--- src/rtl/riscv_pkg.sv ---
// Shared RISC-V constants used by the instruction memory.
// Provides XLEN, the erased-flash word value and a word-index-width helper.
// Contains only types, constants and functions; it has no ports or state.
package riscv_pkg;

  localparam int XLEN = 32;

  // Value that an unprogrammed (or nonexistent) instruction word reads as.
  localparam logic [XLEN-1:0] ERASED_WORD_DEFAULT = 32'hFFFF_FFFF;

  // Number of address bits needed to select one of `depth` words.
  function automatic int word_idx_w(input int depth);
    return $clog2(depth);
  endfunction

endpackage

--- src/rtl/instruction_memory.sv ---
// Instruction memory: DEPTH_WORDS x 32-bit little-endian words, byte-lane programmable.
// Latency: fetch read is combinational (0 cycles); program writes and reset land on rising clk.
// Backpressure: none; writes always accepted, out-of-range writes are dropped.
//
// Ports:
//   clk        single clock
//   rst_n      synchronous active-low reset, erases every word in one cycle
//   addr       fetch byte address; rd_instr is the containing aligned word
//   rd_instr   fetched word, ERASED_WORD when addr is beyond the array
//   prog_we    program write strobe
//   prog_addr  program byte address (low two bits ignored)
//   prog_data  program write data
//   prog_be    per-byte write enables, bit n covers prog_data[8n+7:8n]
//   addr_err   misaligned / out-of-range fetch flag, only when INSTR_MEM_ADDR_CHK_EN is defined
module instruction_memory
  import riscv_pkg::*;
#(
  parameter int              DEPTH_WORDS = 64,
  parameter logic [XLEN-1:0] ERASED_WORD = ERASED_WORD_DEFAULT
) (
  input  logic            clk,
  input  logic            rst_n,
  input  logic [XLEN-1:0] addr,
  input  logic            prog_we,
  input  logic [XLEN-1:0] prog_addr,
  input  logic [XLEN-1:0] prog_data,
  input  logic [3:0]      prog_be,
`ifdef INSTR_MEM_ADDR_CHK_EN
  output logic            addr_err,
`endif
  output logic [XLEN-1:0] rd_instr
);

  localparam int IDX_W = word_idx_w(DEPTH_WORDS);

  // Storage powers up erased so reads are valid before the first reset.
  logic [XLEN-1:0] mem_q [DEPTH_WORDS] = '{default: ERASED_WORD};
  logic [XLEN-1:0] mem_d [DEPTH_WORDS];

  logic [IDX_W-1:0] fetch_idx;
  logic             fetch_in_range;
  logic [IDX_W-1:0] prog_idx;
  logic             prog_in_range;

  // An address is in range only if every bit above the word index is zero;
  // this keeps high addresses from aliasing onto low words.
  assign fetch_idx      = addr[IDX_W+1:2];
  assign fetch_in_range = (addr[XLEN-1:IDX_W+2] == '0);
  assign prog_idx       = prog_addr[IDX_W+1:2];
  assign prog_in_range  = (prog_addr[XLEN-1:IDX_W+2] == '0);

  // Byte-offset bits never select data.
  logic unused_byte_offsets;
  assign unused_byte_offsets = ^{addr[1:0], prog_addr[1:0]};

  // Asynchronous read of the current (pre-edge) contents: a same-word read
  // during a write cycle sees the old word until the clock edge.
  assign rd_instr = fetch_in_range ? mem_q[fetch_idx] : ERASED_WORD;

`ifdef INSTR_MEM_ADDR_CHK_EN
  assign addr_err = (addr[1:0] != 2'b00) || !fetch_in_range;
`endif

  // Next-state: merge enabled byte lanes into the addressed word.
  always_comb begin
    mem_d = mem_q;
    if (prog_we && prog_in_range) begin
      for (int b = 0; b < 4; b++) begin
        if (prog_be[b]) begin
          mem_d[prog_idx][8*b +: 8] = prog_data[8*b +: 8];
        end
      end
    end
  end

  // Reset takes priority over any simultaneous program write.
  always_ff @(posedge clk) begin
    if (!rst_n) begin
      for (int i = 0; i < DEPTH_WORDS; i++) begin
        mem_q[i] <= ERASED_WORD;
      end
    end else begin
      for (int i = 0; i < DEPTH_WORDS; i++) begin
        mem_q[i] <= mem_d[i];
      end
    end
  end

endmodule

--- config.mk ---
export PLATFORM = sky130hd
export DESIGN_NAME = instruction_memory
export DESIGN_NICKNAME = d
export VERILOG_FILES = /design/src/rtl/riscv_pkg.sv /design/src/rtl/instruction_memory.sv
export SDC_FILE = /design/constraint.sdc
export NUM_CORES = 2
export LEC_CHECK = 0
export ABC_CLOCK_PERIOD_IN_PS = 2900
export BUFFER_PORTS_ARGS = -buffer_cell sky130_fd_sc_hd__clkbuf_2
export CAP_MARGIN = 30
export CORE_MARGIN = 2
export CORE_UTILIZATION = 58
export CTS_CLUSTER_SIZE = 20
export DETAILED_ROUTE_END_ITERATION = 8
export HOLD_SLACK_MARGIN = 0.1
export PLACE_DENSITY_LB_ADDON = 0.1
export REMOVE_ABC_BUFFERS = 1
export SLEW_MARGIN = 15
export SYNTH_ARGS = -nofsm -noshare
export SYNTH_HDL_FRONTEND = slang
export SYNTH_SLANG_ARGS = --single-unit
--- constraint.sdc ---
create_clock -name clk -period 2.9 [get_ports clk]
set_clock_uncertainty 0.2 [all_clocks]
set_input_delay 0.29 -clock clk [delete_from_list [all_inputs] [get_ports clk]]
set_output_delay 0.29 -clock clk [all_outputs]
set_load 0.1 [all_outputs]
After elaboration in Yosys (flattened, before gate mapping)

Index checks and enable logic that the tools add are counted.

Output and inout bits: 32
Register bits after elaboration: 2048
Logic and storage cells: 96

Bitwise logic cells: 2
Muxes and demuxes: 23
Reductions and logical operators: 4
Order comparisons: 3

Operator list:

| operator                                                  | count |
|---|---|
| two-way mux 2048 bit                                      | 7 |
| bitwise mux 2048 bit                                      | 4 |
| demux 32 bit (select 6 bit)                               | 4 |
| binary-select mux 32 bit (select 6 bit)                   | 1 |
| two-way mux 32 bit                                        | 4 |
| logical NOT 24 bit                                        | 2 |
| two-way mux 24 bit                                        | 1 |
| two-way mux 16 bit                                        | 1 |
| greater-or-equal comparator 7 bit (second input constant) | 2 |
| inverter 6 -> 7 bit                                       | 2 |
| two-way mux 8 bit                                         | 1 |
| < comparator 7 x 1 -> 1 bit (second input constant)       | 1 |
| logical AND 1 bit                                         | 2 |

Longest topological paths before layout

Word-level depth: 16
Mapped depth: 10

Worst setup path after synthesis

Ideal clock, no wire load.

Kind: input to output
Start: input addr[2]
End: output rd_instr[21]
Setup slack: -1.700 ns
Arrival time: 4.110 ns
Stages on the path: 9
Cells stage by stage: buf_2 buf_4 buf_4 buf_2 buf_2 mux4_2 nand3_1 and3_1 a222oi_1

Cells in the longest elaborated chain, start to end: 5

Ends and longest elaborated chain:

| element                                                | line                     | RTL |
|---|---|---|
| start, declared                                        | instruction_memory.sv:23 | `input logic [XLEN-1:0] addr,` |
| inverter 6 -> 7 bit (not written as such)              | instruction_memory.sv:58 | `assign rd_instr = fetch_in_range ? mem_q[fetch_idx] : ERASED_WORD;` |
| binary-select mux 32 bit (select 6 bit)                | instruction_memory.sv:58 |  |
| two-way mux 32 bit (not written as such) (2 in series) | instruction_memory.sv:58 |  |
| two-way mux 32 bit                                     | instruction_memory.sv:58 |  |
| end, declared                                          | instruction_memory.sv:31 | `output logic [XLEN-1:0] rd_instr` |

No other way between the ends. The select of a mux whose other input is x is not followed.

Worst setup path in the final report

Start: input addr[3]
End: output rd_instr[22]

Same word-level chain as after synthesis.

==> results.md <==
* Status: finished with violations
* Violated checks: setup timing
* Placed Cells at between 10000 and 15000
* First-pass DRT Iterations at 6
* Post-synthesis compound-gate area fraction at less than 1%
* DP HPWL at between 150000 and 200000 µm
* Max-Cap Viols at 0
* Area of the core at 0.160 mm²
* Reg area at between 0.04 and 0.05 mm²
* Area Growth Syn to Fin at 20.2%
* GR Util All Layers at approximately 32%
* Placer Congestion at between 0.9 and 1
* PD cells at around 520 mW/mm²
* WL/cell at between 20 and 25 µm
* Main flop type after synthesis: dfxtp_1
* FF+latch count, synth at 2048
* CTS max path bufs at 3
* Most used cell, CP: buf_4
* Final setup fails at 32
* Simple-gate portion of the synthesized area at roughly 15%
* Finished Core Util at around 70%
* Adder-cell share of the synthesized area at 0%
* Mapped Avg Cell Area at 11.7 µm²
* Initial antenna violation count at 7
* WP buf/inv at 6
* Tightest Pin Transition at approximately 0.93 ns
* Max Fclk at ~0.3 GHz
* FP Rows at ~150
* CTS tree: built
* Min cycle time layout at roughly 3.4 ns
* Total wire length at about 270000 µm
* Worst stage delay on the critical path at roughly 0.60 ns
* Clk_lat worst skew at approximately 0.85 ns
* Final WS setup at -0.507 ns
* Largest family of logic cells by synthesized area: multiplexers
* Fillcell total at roughly 11000
* Sequential fraction of the synthesis area at a little over two fifths
* Critical-path maximum fanout at 9
* CP Class: in2out
* Unrepaired setup endpoints after global routing: yes
* Via-to-Cell Ratio at approximately 5.9
* R2R depth at 3
* First-pass GRT wire length at about 400000 µm
* Total power at 0.0584 W
* Asr flop ratio synth at 0%
* VDD IR-drop max at 0.614 mV
* Commonest non-fill, non-tap cell in the layout: nand2_1
* Top reg by flops: mem_q
* Residual DRC at 0
* Multiplexer area fraction after synthesis at approximately 38%
* Die area at between 0.15 and 0.2 mm²
* Yosys warning count at 0
* WHS Path Cells at 6
* CTS H-Tree Depth at 4
* Slowest stage cell, crit path: a222oi_1
* Vias in the first global route at about 63000
* Slew margin rel. at 38.1%
* I/O Buffers at 130
* Largest regs: mem_q x2048
* Final worst-path cycle share at 117%
* Ports at approximately 140
* Lkg Pwr at roughly 37 nW
* CP Launch Type: input port
* Post-synth EDFFs at 0
* Clk sinks at between 2000 and 2500
* Syn Std Cell Area at approximately 0.093 mm²
* Post-route ant nets at 0
* Die outline height at slightly above 400 µm
* Pin count of the biggest net entering global routing at 132
* DR vias at 63800
* Arr. time, crit path at about 3 ns
* Share of cells above drive strength 1 at 25.8%
* CP top delay family: buffers and inverters
* Final cell count without fillers at roughly 11000
* Final Hold Vio Count at 0
* Max Slew Vio Count at 0
* Hold Crit Class: in2reg
* Most frequent cells in the layout: nand2_1, mux2i_1, dfxtp_1
* Initial Utilization at 58.3%
* Worst-path cell chain: buf_8 > buf_4 > buf_4 > nor2b_2 > buf_4 > a22oi_1 > and3_1 > a222oi_1 > buf_4 > buf_12
* Die width at 405 µm
* Area taken by multi-input logic gates at around 0.05 mm²
* Post-synthesis xor/xnor area fraction at 0%
* Hold slack at roughly 0.14 ns
* Total CTS buffers at a little over 200
* WP data required at about 2.4 ns
* Final nets at between 8000 and 9000
* Clk slew on worst S/H paths at about 0.06 ns
* GR Overflow Total at 0
* Critical Path End Type: primary output
* Mapped Cells at approximately 8000
* DRT iter0 DRCs at between 5000 and 6000
* CTS Root Cell: clkbuf_16
* Count of unique library cells instantiated by Yosys at 38
* Max reg flops at around 2000
* Critical path depth in cells at 10
## cell type report
| type | instances | share of cell area [%] |
|---|---|---|
| inverters | 5 | 0.0345 |
| multi-input cells | 5262 | 44.6 |
| repair buffers | 877 | 10.1 |
| clock buffers | 314 | 5.48 |
| flip-flops and latches | 2048 | 36.6 |
| well taps | 2160 | 2.41 |
| diodes | 3 | 0.00668 |
| clock inverters | 64 | 0.783 |
## report_power, final
group          internal [W]  leakage (nW)  total [W]      switching, W
registers            0.0281          16.5     0.0281  0.00000000000472
clock network        0.0157          3.44     0.0273            0.0116
logic               0.00100          17.1    0.00298           0.00197
total                0.0448          37.1     0.0584            0.0136
## Yosys cell counts, types with 8 or more instances
cell type / number / area [µm²]
mux2i_1: 2127 / 21300
nand2_1: 2127 / 7980
dfxtp_1: 2048 / 41000
mux4_2: 611 / 13800
clkbuf_1: 296 / 1110
buf_1: 271 / 1020
nor4_4: 256 / 5450
buf_2: 109 / 546
a22oi_1: 39 / 293
buf_4: 29 / 218
mux2_2: 10 / 113
and3_1: 8 / 50.1
nand3_1: 8 / 40.0
nor2_1: 8 / 30.0
nor4_1: 8 / 50.1
## per-stage QoR
step / worst slack [ns] / setup TNS, ns / area (µm²)
finish: -0.507 / -11.98 / 112000
floorplan: -23.91 / - / 90600
global route: -0.604 / -13.79 / 112000
CTS: -0.524 / -13.05 / 112000
global placement: -0.570 / -10.70 / 104000
detailed placement: -0.554 / -11.01 / 104000
## tightest hold or removal path: cells and delay by family
kind	cells	cell delay (ns)
multiplexers	1	0.11
AND/OR/NAND/NOR	2	0.17
buffers and inverters	3	0.57
## final timing paths
check	slack, ns	from	to
worst min-delay path	0.14	prog_be[2]	mem_q[245]
worst min register to register	0.26	mem_q[2014]	mem_q[2014]
worst max register to register	1.51	mem_q[90]	mem_q[90]
worst max-delay path	-0.51	addr[3]	rd_instr[22]
## cell families after synthesis
group,count (synthesis)
AOI/OAI and AO/OA,67
buffers and inverters,710
DFF,2048
and+or+nand+nor,2447
muxes,2748
## layer usage
layer | vias up | global-route usage, % | part of all wire [%] | wire [µm]
met3 | 462 | 5.82 | 6.9 | 18200
met5 | - | 0 | 0.021 | 57
met2 | 2032 | 51.4 | 47 | 125000
met1 | 32000 | 43.8 | 43 | 113000
li1 | 29400 | - | - | -
met4 | 10 | 10.9 | 3.4 | 9100
## timing repair
item	4_1_cts	5_1_grt
gates resized for setup	157	40
pin swaps	34	13
gates cloned	1	1
setup buffers	2	9
hold endpoints to repair	2004	0
setup endpoints to repair	32	32
hold buffers	32	0
No activity file was read; power rests on OpenSTA's default activity.
